==> src/rtl/tm_pkg.sv <==
// Shared types and helpers for the time-multiplexed Tsetlin Machine inference blocks.
package tm_pkg;

  // Sequencer control states.
  typedef enum logic [1:0] {
    ST_IDLE  = 2'd0,
    ST_RUN   = 2'd1,
    ST_DRAIN = 2'd2,
    ST_DONE  = 2'd3
  } tm_state_e;

  // Literal ordering: positive literals x[i] occupy the low half, negated ~x[i] the high half.
  localparam int LIT_POS_BASE = 0;

  function automatic int lit_pos(input int i);
    return LIT_POS_BASE + i;
  endfunction

  function automatic int lit_neg(input int i, input int n_features);
    return n_features + i;
  endfunction

  // $clog2 clamped to at least one bit so single-entry ranges still get a port.
  function automatic int clog2_min1(input int v);
    return (v <= 2) ? 1 : $clog2(v);
  endfunction

  // Signed score width: enough for +/- N_CLAUSES/2 with headroom.
  function automatic int score_width(input int n_clauses);
    return $clog2(n_clauses + 1) + 1;
  endfunction

  // Polarity rule: even clauses vote for the class, odd clauses vote against it.
  function automatic logic signed [1:0] clause_vote(input logic odd_clause, input logic clause_out);
    if (!clause_out) begin
      return 2'sb00;
    end
    return odd_clause ? 2'sb11 : 2'sb01;
  endfunction

endpackage

==> src/rtl/tm_inference_sequencer_if.sv <==
// Feature, state-memory and result handshake bundle for the inference sequencer.
interface tm_inference_sequencer_if
  import tm_pkg::*;
#(
  parameter int N_FEATURES = 2,
  parameter int N_CLAUSES  = 4,
  parameter int N_CLASSES  = 2
) ();

  localparam int AW = clog2_min1(N_CLASSES * N_CLAUSES);
  localparam int CW = clog2_min1(N_CLASSES);
  localparam int SW = score_width(N_CLAUSES);

  logic                      feat_valid;
  logic                      feat_ready;
  logic [N_FEATURES-1:0]     features;
  logic                      mem_rd_en;
  logic [AW-1:0]             mem_addr;
  logic [2*N_FEATURES-1:0]   mem_rdata;
  logic                      result_valid;
  logic                      result_ready;
  logic [CW-1:0]             class_idx;
  logic signed [SW-1:0]      class_score;
  logic                      busy;

  // Sequencer side: consumes features and memory data, drives reads and results.
  modport master (
    input  feat_valid, features, mem_rdata, result_ready,
    output feat_ready, mem_rd_en, mem_addr, result_valid, class_idx, class_score, busy
  );

  // Environment side: feature producer, state memory and result consumer.
  modport slave (
    output feat_valid, features, mem_rdata, result_ready,
    input  feat_ready, mem_rd_en, mem_addr, result_valid, class_idx, class_score, busy
  );

endinterface

==> src/rtl/tm_clause_eval.sv <==
// Combinational clause evaluation: AND of included literals, empty clause yields 0.
module tm_clause_eval
  import tm_pkg::*;
#(
  parameter int N_FEATURES = 2
) (
  input  logic [N_FEATURES-1:0]   features,
  input  logic [2*N_FEATURES-1:0] exclude,
  output logic                    clause_out
);

  logic [2*N_FEATURES-1:0] lits;
  logic [2*N_FEATURES-1:0] lit_ok;

  genvar gi;
  generate
    for (gi = 0; gi < N_FEATURES; gi++) begin : g_lit
      assign lits[lit_pos(gi)]             = features[gi];
      assign lits[lit_neg(gi, N_FEATURES)] = ~features[gi];
    end
  endgenerate

  // An excluded literal is forced true so it cannot veto the AND.
  assign lit_ok     = lits | exclude;
  assign clause_out = (&lit_ok) & ~(&exclude);

endmodule

==> src/rtl/tm_inference_sequencer.sv <==
// Streams clause exclude masks from state RAM, one per cycle, accumulates signed
// class votes and reports the argmax class once all clauses are evaluated.
module tm_inference_sequencer
  import tm_pkg::*;
#(
  parameter int N_FEATURES = 2,
  parameter int N_CLAUSES  = 4,
  parameter int N_CLASSES  = 2
) (
  input  logic                    clk,
  input  logic                    rst_n,
  tm_inference_sequencer_if.master bus
);

  localparam int M  = N_CLASSES * N_CLAUSES;
  localparam int AW = clog2_min1(M);
  localparam int CW = clog2_min1(N_CLASSES);
  localparam int SW = score_width(N_CLAUSES);

  tm_state_e             state_q, state_d;
  logic [N_FEATURES-1:0] feat_q, feat_d;
  logic                  feat_ready_q, feat_ready_d;
  logic                  mem_rd_en_q, mem_rd_en_d;
  logic [AW-1:0]         mem_addr_q, mem_addr_d;
  logic                  busy_q, busy_d;
  logic                  result_valid_q, result_valid_d;
  logic [CW-1:0]         class_idx_q, class_idx_d;
  logic signed [SW-1:0]  class_score_q, class_score_d;
  logic [AW-1:0]         issue_cnt_q, issue_cnt_d;
  logic                  eval_vld_q, eval_vld_d;
  logic [AW-1:0]         eval_addr_q, eval_addr_d;
  logic signed [SW-1:0]  sum_q, sum_d;
  logic signed [SW-1:0]  best_score_q, best_score_d;
  logic [CW-1:0]         best_idx_q, best_idx_d;

  // Evaluation stage decode, driven by the address registered one cycle after issue.
  int                    eval_class;
  int                    eval_clause;
  logic                  clause_bit;
  logic signed [1:0]     vote_raw;
  logic signed [SW-1:0]  vote;
  logic signed [SW-1:0]  sum_total;
  logic                  is_last_clause;
  logic                  is_final;

  assign eval_class     = int'(eval_addr_q) / N_CLAUSES;
  assign eval_clause    = int'(eval_addr_q) % N_CLAUSES;
  assign is_last_clause = (eval_clause == N_CLAUSES - 1);
  assign is_final       = (eval_addr_q == AW'(M - 1));

  tm_clause_eval #(
    .N_FEATURES (N_FEATURES)
  ) u_clause_eval (
    .features   (feat_q),
    .exclude    (bus.mem_rdata),
    .clause_out (clause_bit)
  );

  assign vote_raw  = clause_vote(eval_clause[0], clause_bit);
  assign vote      = {{(SW-2){vote_raw[1]}}, vote_raw};
  assign sum_total = sum_q + vote;

  // Next-state logic for the control FSM, the issue counter and the vote accumulators.
  always_comb begin
    state_d        = state_q;
    feat_d         = feat_q;
    feat_ready_d   = feat_ready_q;
    mem_rd_en_d    = mem_rd_en_q;
    mem_addr_d     = mem_addr_q;
    busy_d         = busy_q;
    result_valid_d = result_valid_q;
    class_idx_d    = class_idx_q;
    class_score_d  = class_score_q;
    issue_cnt_d    = issue_cnt_q;
    sum_d          = sum_q;
    best_score_d   = best_score_q;
    best_idx_d     = best_idx_q;
    eval_vld_d     = mem_rd_en_q;
    eval_addr_d    = mem_addr_q;

    // Accumulate this clause; at the end of a class fold the sum into the running best.
    if (eval_vld_q) begin
      if (is_last_clause) begin
        sum_d = '0;
        if ((eval_class == 0) || (sum_total > best_score_q)) begin
          best_score_d = sum_total;
          best_idx_d   = CW'(eval_class);
        end
      end else begin
        sum_d = sum_total;
      end
    end

    unique case (state_q)
      ST_IDLE: begin
        if (bus.feat_valid && feat_ready_q) begin
          feat_d       = bus.features;
          state_d      = ST_RUN;
          feat_ready_d = 1'b0;
          busy_d       = 1'b1;
          issue_cnt_d  = '0;
          sum_d        = '0;
        end
      end
      ST_RUN: begin
        mem_rd_en_d = 1'b1;
        mem_addr_d  = issue_cnt_q;
        if (issue_cnt_q == AW'(M - 1)) begin
          state_d = ST_DRAIN;
        end else begin
          issue_cnt_d = issue_cnt_q + 1'b1;
        end
      end
      ST_DRAIN: begin
        mem_rd_en_d = 1'b0;
        if (eval_vld_q && is_final) begin
          state_d        = ST_DONE;
          busy_d         = 1'b0;
          result_valid_d = 1'b1;
          class_idx_d    = best_idx_d;
          class_score_d  = best_score_d;
        end
      end
      ST_DONE: begin
        if (bus.result_ready) begin
          state_d        = ST_IDLE;
          result_valid_d = 1'b0;
          feat_ready_d   = 1'b1;
        end
      end
      default: begin
        state_d = ST_IDLE;
      end
    endcase
  end

  // State register; reset aborts any run in flight without producing a result.
  always_ff @(posedge clk or negedge rst_n) begin
    if (!rst_n) begin
      state_q        <= ST_IDLE;
      feat_q         <= '0;
      feat_ready_q   <= 1'b1;
      mem_rd_en_q    <= 1'b0;
      mem_addr_q     <= '0;
      busy_q         <= 1'b0;
      result_valid_q <= 1'b0;
      class_idx_q    <= '0;
      class_score_q  <= '0;
      issue_cnt_q    <= '0;
      eval_vld_q     <= 1'b0;
      eval_addr_q    <= '0;
      sum_q          <= '0;
      best_score_q   <= '0;
      best_idx_q     <= '0;
    end else begin
      state_q        <= state_d;
      feat_q         <= feat_d;
      feat_ready_q   <= feat_ready_d;
      mem_rd_en_q    <= mem_rd_en_d;
      mem_addr_q     <= mem_addr_d;
      busy_q         <= busy_d;
      result_valid_q <= result_valid_d;
      class_idx_q    <= class_idx_d;
      class_score_q  <= class_score_d;
      issue_cnt_q    <= issue_cnt_d;
      eval_vld_q     <= eval_vld_d;
      eval_addr_q    <= eval_addr_d;
      sum_q          <= sum_d;
      best_score_q   <= best_score_d;
      best_idx_q     <= best_idx_d;
    end
  end

  assign bus.feat_ready   = feat_ready_q;
  assign bus.mem_rd_en    = mem_rd_en_q;
  assign bus.mem_addr     = mem_addr_q;
  assign bus.busy         = busy_q;
  assign bus.result_valid = result_valid_q;
  assign bus.class_idx    = class_idx_q;
  assign bus.class_score  = class_score_q;

endmodule

==> src/flat_wrapper.sv <==
// flat-port wrapper written by rule: the top's interface ports become plain ports
module tm_inference_sequencer_flat import tm_pkg::*;
#(
  parameter int N_FEATURES = 2,
  parameter int N_CLAUSES  = 4,
  parameter int N_CLASSES  = 2
)
  (clk, rst_n, bus_feat_valid, bus_features, bus_mem_rdata, bus_result_ready, bus_feat_ready, bus_mem_rd_en, bus_mem_addr, bus_result_valid, bus_class_idx, bus_class_score, bus_busy);
  tm_inference_sequencer_if #(.N_FEATURES(N_FEATURES), .N_CLAUSES(N_CLAUSES), .N_CLASSES(N_CLASSES)) bus_i ();
  input  logic clk;
  input  logic rst_n;
  input wire logic [$bits(bus_i.feat_valid)-1:0] bus_feat_valid;
  input wire logic [$bits(bus_i.features)-1:0] bus_features;
  input wire logic [$bits(bus_i.mem_rdata)-1:0] bus_mem_rdata;
  input wire logic [$bits(bus_i.result_ready)-1:0] bus_result_ready;
  output wire logic [$bits(bus_i.feat_ready)-1:0] bus_feat_ready;
  output wire logic [$bits(bus_i.mem_rd_en)-1:0] bus_mem_rd_en;
  output wire logic [$bits(bus_i.mem_addr)-1:0] bus_mem_addr;
  output wire logic [$bits(bus_i.result_valid)-1:0] bus_result_valid;
  output wire logic [$bits(bus_i.class_idx)-1:0] bus_class_idx;
  output wire logic [$bits(bus_i.class_score)-1:0] bus_class_score;
  output wire logic [$bits(bus_i.busy)-1:0] bus_busy;
  assign bus_i.feat_valid = bus_feat_valid;
  assign bus_i.features = bus_features;
  assign bus_i.mem_rdata = bus_mem_rdata;
  assign bus_i.result_ready = bus_result_ready;
  assign bus_feat_ready = bus_i.feat_ready;
  assign bus_mem_rd_en = bus_i.mem_rd_en;
  assign bus_mem_addr = bus_i.mem_addr;
  assign bus_result_valid = bus_i.result_valid;
  assign bus_class_idx = bus_i.class_idx;
  assign bus_class_score = bus_i.class_score;
  assign bus_busy = bus_i.busy;
  tm_inference_sequencer #(.N_FEATURES(N_FEATURES), .N_CLAUSES(N_CLAUSES), .N_CLASSES(N_CLASSES)) u_core (.clk(clk), .rst_n(rst_n), .bus(bus_i));
endmodule
==> config.mk <==
export PLATFORM = sky130hd
export DESIGN_NAME = tm_inference_sequencer_flat
export DESIGN_NICKNAME = d
export VERILOG_FILES = /design/src/rtl/tm_pkg.sv /design/src/rtl/tm_inference_sequencer_if.sv /design/src/rtl/tm_clause_eval.sv /design/src/rtl/tm_inference_sequencer.sv /design/src/flat_wrapper.sv
export SDC_FILE = /design/constraint.sdc
export NUM_CORES = 1
export LEC_CHECK = 0
export CAP_MARGIN = 20
export CORE_MARGIN = 8
export CORE_UTILIZATION = 55
export CTS_CLUSTER_DIAMETER = 60
export DETAILED_ROUTE_END_ITERATION = 6
export GPL_TIMING_DRIVEN = 0
export PLACE_DENSITY = 0.8
export SLEW_MARGIN = 20
export SYNTH_ARGS = -nofsm -noshare
export SYNTH_HDL_FRONTEND = slang
export SYNTH_SLANG_ARGS = --single-unit
export TNS_END_PERCENT = 100
==> constraint.sdc <==
create_clock -name clk -period 6.5 [get_ports clk]
set_clock_uncertainty 0.15 [all_clocks]
set_input_delay 1.3 -clock clk [delete_from_list [all_inputs] [get_ports clk]]
set_output_delay 1.3 -clock clk [all_outputs]
set_load 0.05 [all_outputs]
==> impl_metrics.yaml, run 1 <==
detailed_routing:
  drt_pass1_iterations: 4
  drtIter0Drc: 44
  wl_per_cell_um: 15.9
  drtAntennaViolNets: 0
  drc_errors: 0
  vias_per_cell: 5.81
  wirelength_mm: 3.47
  vias: 1267
cells_and_area:
  final_cell_mix: "dfrtp_1 (31), clkdlybuf4s50_1 (20), a21oi_1 (16)"
  final_layout_size_suffix_gt1_share_pct: 13.5
  ff_latch_area_um2: 802
  nFillCells: 220
  final_common_cell: "dfrtp_1"
  nNetsFinal: 208
  final_util_pct: 67.7
  instances_no_fill: 218
  final_cell_area_mm2: 0.00202
  syn_to_final_growth_pct: 19.3
  multi_input_area_um2: 816
  diodes: 0
setup_path:
  end_kind: "flip-flop"
  ff2ff_setup_slack_ns: 2.42
  cp_max_fo: 6
  arrival_ns: 5.07
  startpoint_type: "input pin"
  critPathRequiredTime_ns: 6.59
  critPathKind: "in2reg"
flow_run:
  cap_violations: 0
synthesis:
  yosysUniqueCellTypes: 34
  synth_cells: 156
  yosysWarnings: 0
  ys_seq_area_share_pct: 47.5
  ys_ff_latch: 32
  synth.avg_cell_area_um2: 10.8
  syn_nets: 180
  synthArstFlopShare_pct: 100
  synth-edff-count: 0
  syn_area_mm2: 0.00169
  ys.flop_type: "dfrtp_1"
timing:
  worst_slew_pin_slew_ns: 0.742
  maxSlewHeadroom_pct: 49.7
  fin_crit_sh_pct: 76.6
  max_freq_mhz: 201
  finalWorstSetupSlack_ns: 1.52
  drv_slew: 0
  setup-tns-final_ns: 0
  period_needed_ns: 4.98
  rsz0062_at_grt: "no"
  finalSetupViolCount: 0
  hold_viol: 0
worst_hold_path:
  min_path_type: "reg2reg"
floorplanning:
  die_x_um: 71.4
  dieArea_mm2: 0.00510
  num_rows: 20
  die_y_um: 71.4
  core_area_mm2: 0.00298
  start_util_pct: 56.7
  ioPinCount: 22
cts:
  cts_resized: 0
  cts.clk_slew.worst_paths_ns: 0.11
  insertion_delay_ns: 0.35
  cts_setup_buffers: 0
  numCtsBuffers: 5
  h-tree-depth: 2
  cts_buffer_depth: 2
  clock_sinks: 32
  holdBufCountCts: 0
  cts_tree: "done"
  root_buffer: "clkbuf_4"
power_and_ir_drop:
  p_int_mw: 0.296
  p_per_area_mw_per_mm2: 195
  leakage_nw: 0.936
  p_comb_share_pct: 8.9
  seqPwrFrac_pct: 51.5
  switching_power_mw: 0.0968
  p_sw_share_pct: 24.7
  vdd_drop_max_v: 0.000120
  clkPwrFrac_pct: 39.5
placement:
  hpwl_mm: 2.58
  place_area_mm2: 0.00194
  gp_congestion: 0.794
  dp_cells: 210
  io_buffers: 21
  pre_cts_ws_ns: 1.16
global_route:
  antenna_found_initial: 0
  grt_pass1_wl_mm: 6.01
  grt_overflow: 0
  grt_pass1_vias: 1357
  grt_max_degree: 33
  grt_usage_pct: 14.7
run_status:
  outcome: "finished clean"
[synthesized netlist by cell type, types with 2 or more instances]
library cell / count / area share, %
a211oi_1: 2 / 0.89
o31ai_1: 2 / 0.89
o21ai_0: 9 / 2.7
a31oi_1: 2 / 0.74
nand3_1: 10 / 3.0
a21oi_1: 16 / 4.7
dfrtp_1: 31 / 46
mux2_2: 11 / 7.3
and3_1: 3 / 1.1
mux2i_1: 3 / 1.8
nand2b_1: 4 / 1.5
ha_1: 13 / 9.6
nor2_1: 7 / 1.6
inv_1: 15 / 3.3
nand2_1: 6 / 1.3
clkbuf_1: 4 / 0.89
[kinds of logic after synthesis]
kind of cell	Yosys count	synth area share [%]
multiplexers	15	10.0
buffers and inverters	19	4.22
AND/OR/NAND/NOR	33	9.48
flip-flops	32	47.5
AO/OA/AOI/OAI	41	16.1
XOR/XNOR	2	1.85
adder cells (fa/ha/maj)	14	10.8
[worst max-delay path, stage by stage]
cell and delay [ns]:
clkdlybuf4s50_1 0.42, mux2_4 0.30, a2111oi_4 0.49, ha_1 0.32
a21o_1 0.17, a21oi_1 0.15, xnor3_1 0.29, ha_1 0.25
o311ai_1 0.67, a31o_2 0.35, mux2_2 0.35
[worst paths after layout]
path	startpoint	end	cells after the start
max in group asynchronous	rst_n	u_core.bus.mem_rd_en$_DFFE_PN0P_	1
max reg2reg	u_core.feat_q[0]$_DFFE_PN0P_	u_core.best_score_q[0]$_DFF_PN0_	10
max	bus_mem_rdata[2]	u_core.best_score_q[0]$_DFF_PN0_	11
min	u_core.bus.mem_addr[1]$_DFFE_PN0P_	u_core.eval_addr_q[1]$_DFF_PN0_	0
min reg2reg	u_core.bus.mem_addr[1]$_DFFE_PN0P_	u_core.eval_addr_q[1]$_DFF_PN0_	0
min in group asynchronous	rst_n	u_core.bus.class_score[0]$_DFFE_PN0P_	1
[per-layer routing]
| metal | vias to the layer above | share of wire, % | track usage (%) |
|---|---|---|---|
| li1 | 608 | - | - |
| met1 | 632 | 41 | 15.3 |
| met2 | 19 | 53 | 26.2 |
| met3 | 8 | 4.2 | 4.74 |
| met4 | 0 | 1.9 | 6.70 |
| met5 | - | 0 | 0 |
[power by group through the flow]
stage                     combinational [mW]  clock (mW)  sequential (mW)
after floorplan                       0.0178           0            0.208
after global placement                0.0336           0            0.206
after detailed placement              0.0351           0            0.206
after CTS                             0.0355       0.157            0.202
after global routing                  0.0391       0.166            0.203
final                                 0.0351       0.155            0.202
[area by class of cell]
class / count / area share (%)
buffer: 4 / 0.745
clock buffer: 5 / 1.86
inverter: 15 / 2.79
multi-input combinational: 105 / 40.5
timing repair buffer: 21 / 10.2
clock inverter: 3 / 2.11
tap: 33 / 2.05
sequential: 32 / 39.8
[per-stage QoR]
step	total power, mW	hold WS (ns)
finish	0.393	0.263
global route	0.408	0.283
CTS	0.395	0.270
detailed placement	0.241	0.246
global placement	0.240	0.233
floorplan	0.226	0.312
[state kept, by name (all words and copies together) (netlist names), 2 cells and up]
signal and cells:
u_core.eval_addr_q 3, u_core.bus.class_score 4, u_core.sum_q 4, u_core.feat_q 2
u_core.best_score_q 4, u_core.state_q 2, u_core.bus.mem_addr 3, u_core.issue_cnt_q 3
(Power assumes the default switching activity.)
==> run 2, diff against run 1 <==
CORE_UTILIZATION = 49   (was 55)
PLACE_DENSITY = 0.75   (was 0.8)
clock period = 4.45 ns   (was 6.5 ns; I/O delays follow)
==> impl_metrics.yaml, run 2 (same netlist as run 1, synthesis figures left out) <==
cts:
  holdBufCountCts: 0
  root_buffer: "clkbuf_4"
  h-tree-depth: 2
  clock_sinks: 32
  numCtsBuffers: 5
  insertion_delay_ns: 0.35
  cts_buffer_depth: 2
  cts.clk_slew.worst_paths_ns: 0.10
  cts_tree: "done"
power_and_ir_drop:
  vdd_drop_max_v: 0.000148
  p_per_area_mw_per_mm2: 261
  leakage_nw: 0.946
floorplanning:
  core_area_mm2: 0.00334
  die_y_um: 74.7
  num_rows: 21
  ioPinCount: 22
  start_util_pct: 50.6
  dieArea_mm2: 0.00558
  die_x_um: 74.7
detailed_routing:
  drtAntennaViolNets: 0
  drtIter0Drc: 89
  drc_errors: 0
  vias_per_cell: 5.41
  vias: 1260
  wl_per_cell_um: 15.3
  drt_pass1_iterations: 4
  wirelength_mm: 3.56
setup_path:
  crit_start: "bus_mem_rdata[1]"
  arrival_ns: 4.41
  cp_max_fo: 6
  critPathRequiredTime_ns: 4.54
  r2r-start: "u_core.feat_q[1]$_DFFE_PN0P_"
  ff2ff_setup_slack_ns: 0.62
  end_kind: "flip-flop"
  startpoint_type: "input pin"
  timing.rr.end: "u_core.best_score_q[3]$_DFF_PN0_"
  critPathKind: "in2reg"
  worstRegToRegCells: 10
timing:
  drv_slew: 0
  period_needed_ns: 4.33
  finalSetupViolCount: 0
  fin_crit_sh_pct: 97.2
  setup-tns-final_ns: 0
  hold_viol: 0
  maxSlewHeadroom_pct: 53.8
  max_freq_mhz: 231
  worst_slew_pin_slew_ns: 0.693
global_route:
  grt_usage_pct: 14.1
  antenna_found_initial: 0
  grt_overflow: 0
  grt_pass1_vias: 1334
  grt_max_degree: 33
  grt_pass1_wl_mm: 5.95
cells_and_area:
  nFillCells: 295
  syn_to_final_growth_pct: 21.3
  final_common_cell: "dfrtp_1"
  diodes: 0
  final_cell_area_mm2: 0.00205
  nNetsFinal: 210
  final_layout_size_suffix_gt1_share_pct: 15.5
  final_cell_mix: "dfrtp_1 (31), clkdlybuf4s50_1 (20), a21oi_1 (16)"
placement:
  hpwl_mm: 2.58
  io_buffers: 21
  place_area_mm2: 0.00195
  gp_congestion: 0.797
worst_hold_path:
  hold_end: "u_core.eval_addr_q[0]$_DFF_PN0_"
  min_path_type: "reg2reg"
  min_path_cells: 0
  holdCritStartpoint: "u_core.bus.mem_addr[0]$_DFFE_PN0P_"
flow_run:
  cap_violations: 0
run_status:
  outcome: "finished clean"
==> run 2: metrics by stage <==
step	setup slack [ns]	total power [mW]	hold WS [ns]	cells	utilization [%]
after floorplan	0.293	0.330	0.312	156	-
after CTS	0.0583	0.534	0.265	231	60.6
after detailed placement	-0.451	0.352	0.246	223	58.5
after global routing	-0.00484	0.556	0.274	233	61.4
final	0.124	0.535	0.261	233	61.4
after global placement	-0.389	0.350	0.236	223	58.6
==> run 2: worst max-delay path: stages <==
cell	delay [ns]
clkdlybuf4s50_1	0.45
mux2_2	0.32
a2111oi_4	0.44
buf_4	0.19
fa_1	0.48
ha_1	0.33
nor2b_1	0.14
o21a_1	0.20
o311ai_4	0.33
a31o_2	0.29
mux2_2	0.36
==> run 2: how the worst max path moves through the flow <==
stage | endpoint | cells after the start
after global routing | u_core.best_score_q[3]$_DFF_PN0_ | 12
after global placement | u_core.best_score_q[3]$_DFF_PN0_ | 11
after detailed placement | u_core.best_score_q[3]$_DFF_PN0_ | 11
final | u_core.best_score_q[3]$_DFF_PN0_ | 11
after CTS | u_core.best_score_q[3]$_DFF_PN0_ | 12
after floorplan | u_core.best_score_q[0]$_DFF_PN0_ | 10
==> run 2: repair_timing <==
action | CTS | global route
resized for setup | 1 | 2
pin swaps | 0 | 1
buffers inserted | 0 | 2
setup endpoints to repair | 4 | 4
==> run 2: layout make-up <==
type                    count  area [µm²]  area share [%]
well taps                  46        57.6            2.81
flip-flops and latches     32         802            39.2
clock inverters             2        10.0           0.489
repair buffers             23         220            10.8
clock buffers               6        51.3            2.50
plain buffers               4        15.0           0.733
inverters                  15        56.3            2.75
multi-input cells         105         836            40.8
==> run 2: where the power goes <==
part / total [mW] / internal, mW / switching [mW]
clock network: 0.184 / 0.0751 / 0.109
logic: 0.0556 / 0.0236 / 0.0320
registers: 0.295 / 0.293 / 0.00204
==> run 2: routing by layer <==
metal / global-route usage (%) / vias to the layer above / part of all wire, %
met3: 3.99 / 7 / 3.7
met1: 16.0 / 616 / 43
met4: 8.26 / 0 / 2.1
met5: 0 / - / 0
li1: - / 617 / -
met2: 23.1 / 20 / 51
==> run 3, diff against run 2 <==
ABC_AREA = 1   (was default)
HOLD_SLACK_MARGIN = 0.08   (was default)
==> impl_metrics.yaml, run 3 <==
detailed_routing:
  vias: 1339
  wl_per_cell_um: 11.6
  wirelength_mm: 3.21
  vias_per_cell: 4.83
  drc_errors: 0
  drtAntennaViolNets: 0
  drtIter0Drc: 46
  drt_pass1_iterations: 4
cells_and_area:
  multi_input_area_um2: 791
  final_layout_size_suffix_gt1_share_pct: 10.8
  syn_to_final_growth_pct: 19.0
  ff_latch_area_um2: 802
  final_common_cell: "nand2_1"
  nFillCells: 317
  final_cell_mix: "nand2_1 (58), dfrtp_1 (31), inv_1 (28)"
  diodes: 0
  nNetsFinal: 254
  instances_no_fill: 277
cts:
  holdBufCountCts: 0
  cts.clk_slew.worst_paths_ns: 0.11
  cts_setup_buffers: 0
  cts_buffer_depth: 2
  insertion_delay_ns: 0.34
  h-tree-depth: 2
  clock_sinks: 32
  cts_tree: "done"
  root_buffer: "clkbuf_4"
  cts_resized: 0
  numCtsBuffers: 5
global_route:
  grt_max_degree: 33
  grt_usage_pct: 13.1
  grt_most_used_layer: "met2"
  grt_pass1_wl_mm: 5.57
  antenna_found_initial: 0
  use_met3_pct: 3.60
  grt_pass1_vias: 1334
  use_met2_pct: 21.0
  grt_overflow: 0
  gr-usage-met1_pct: 15.5
timing:
  finalWorstSetupSlack_ns: 0.738
  period_needed_ns: 3.71
  maxSlewHeadroom_pct: 52.9
  fin_crit_sh_pct: 83.4
  hold_viol: 0
  drv_slew: 0
  worst_slew_pin_slew_ns: 0.707
  rsz0062_at_grt: "no"
  max_freq_mhz: 269
  setup-tns-final_ns: 0
  finalSetupViolCount: 0
floorplanning:
  core_area_mm2: 0.00334
  dieArea_mm2: 0.00564
  die_y_um: 75.1
  ioPinCount: 22
  die_x_um: 75.1
  num_rows: 21
  start_util_pct: 51.3
synthesis:
  synth-edff-count: 0
  yosys-top-cells-count: "nand2_1 (58), dfrtp_1 (31), inv_1 (28), ha_1 (13), nand3_1 (12)"
  synth_most_common_cell: "nand2_1"
  ys.flop_type: "dfrtp_1"
  syn_nets: 226
  yosysUniqueCellTypes: 25
  synthArstFlopShare_pct: 100
  ys_ff_latch: 32
  synth_cells: 202
  synth.area.top_cells: "dfrtp_1 (45%), nand2_1 (13%), ha_1 (9.5%), inv_1 (6.1%), nand3_1 (3.5%)"
  ys_seq_area_share_pct: 46.8
  yosys.area.top_type_share_pct: 45.3
  yosysWarnings: 0
  yosysTopAreaCell: "dfrtp_1"
  synth.avg_cell_area_um2: 8.48
  syn_area_mm2: 0.00171
setup_path:
  critPathRequiredTime_ns: 4.54
  arrival_ns: 3.81
  cp_max_fo: 4
  startpoint_type: "input pin"
  critPathKind: "in2reg"
  end_kind: "flip-flop"
worst_hold_path:
  min_path_type: "reg2reg"
flow_run:
  cap_violations: 0
power_and_ir_drop:
  leakage_nw: 1.05
  vdd_drop_max_v: 0.000457
  p_total_mw: 1.27
  p_per_area_mw_per_mm2: 622
placement:
  hpwl_mm: 2.43
  io_buffers: 21
  dp_cells: 269
  pre_cts_ws_ns: 0.396
  gp_congestion: 0.755
run_status:
  outcome: "finished clean"
run 3: cell types whose count changed after synthesis, sizes merged, moves of 4 or more:
cell / before / now
clkbuf: 4 / 0
mux2: 12 / 0
o21ai: 9 / 15
nand2: 6 / 63
nor2: 7 / 14
and2: 0 / 4
nand2b: 4 / 0
inv: 15 / 32
a21oi: 16 / 6
run 3: logic make-up (layout without fill, tap and decap cells):
| logic type | after synthesis | count (layout) | share of synthesized area, % |
|---|---|---|---|
| adders and majority gates | 14 | 14 | 10.7 |
| buffers and inverters | 32 | 61 | 7.01 |
| DFF | 32 | 32 | 46.8 |
| xor gates and xnor gates | 1 | 1 | 0.511 |
| and+or+nand+nor | 100 | 100 | 28.0 |
| AOI/OAI and AO/OA | 23 | 23 | 7.01 |
run 3: per-layer routing:
layer / wire length [µm] / vias up
met4: 65 / 0
met2: 1540 / 21
met1: 1500 / 616
li1: - / 694
met3: 104 / 8
met5: 0 / -
run 3: final cells by class:
cell class / count / area share, %
sequential: 32 / 39.3
multi-input combinational: 138 / 38.8
timing repair buffer: 21 / 10.1
inverter: 32 / 5.89
tap: 46 / 2.82
clock buffer: 7 / 2.70
clock inverter: 1 / 0.368
run 3: path summary, 6_finish.rpt:
| kind | from | end | slack [ns] | depth (start not counted) |
|---|---|---|---|---|
| setup / recovery | bus_mem_rdata[2] | u_core.best_score_q[3]$_DFF_PN0_ | 0.74 | 25 |
| hold / removal | u_core.bus.mem_addr[2]$_DFFE_PN0P_ | u_core.eval_addr_q[2]$_DFF_PN0_ | 0.26 | 0 |
| setup reg to reg | u_core.feat_q[0]$_DFFE_PN0P_ | u_core.best_score_q[3]$_DFF_PN0_ | 1.38 | 22 |
| hold reg to reg | u_core.bus.mem_addr[2]$_DFFE_PN0P_ | u_core.eval_addr_q[2]$_DFF_PN0_ | 0.26 | 0 |
| max in group asynchronous | rst_n | u_core.bus.mem_rd_en$_DFFE_PN0P_ | 3.25 | 1 |
| min in group asynchronous | rst_n | u_core.issue_cnt_q[2]$_DFFE_PN0P_ | 0.44 | 1 |
run 3: where the power goes:
part	internal, mW	switching [mW]
registers	0.388	0.0626
logic	0.227	0.409
clock network	0.0773	0.103
total	0.693	0.575
run 3: critical path, cell delays in order:
cell and delay [ns]:
clkdlybuf4s50_1 0.48, inv_1 0.04, nand2_1 0.05, nand2_1 0.04, inv_1 0.07, nand3_2 0.09, nor2_4 0.15, ha_1 0.29
nand3_1 0.11, nand3_1 0.08, nand2_1 0.06, nand2_1 0.06, inv_1 0.06, nand2_2 0.05, nand2_1 0.10, inv_1 0.05
ha_1 0.28, inv_1 0.05, nor3_1 0.13, nand2_1 0.09, nand2_2 0.10, nand2_2 0.08, nand2_1 0.15, nand2_1 0.08
and2_1 0.15
run 3: stage by stage:
| stage | hold slack, ns | utilization, % | cell area [µm²] |
|---|---|---|---|
| 6_report | 0.263 | 61.1 | 2040 |
| 3_5_place_dp | 0.245 | 59.2 | 1980 |
| 2_1_floorplan | 0.314 | - | 1710 |
| 3_3_place_gp | 0.242 | 59.4 | 1980 |
| 5_1_grt | 0.283 | 61.1 | 2040 |
| 4_1_cts | 0.270 | 61.1 | 2040 |
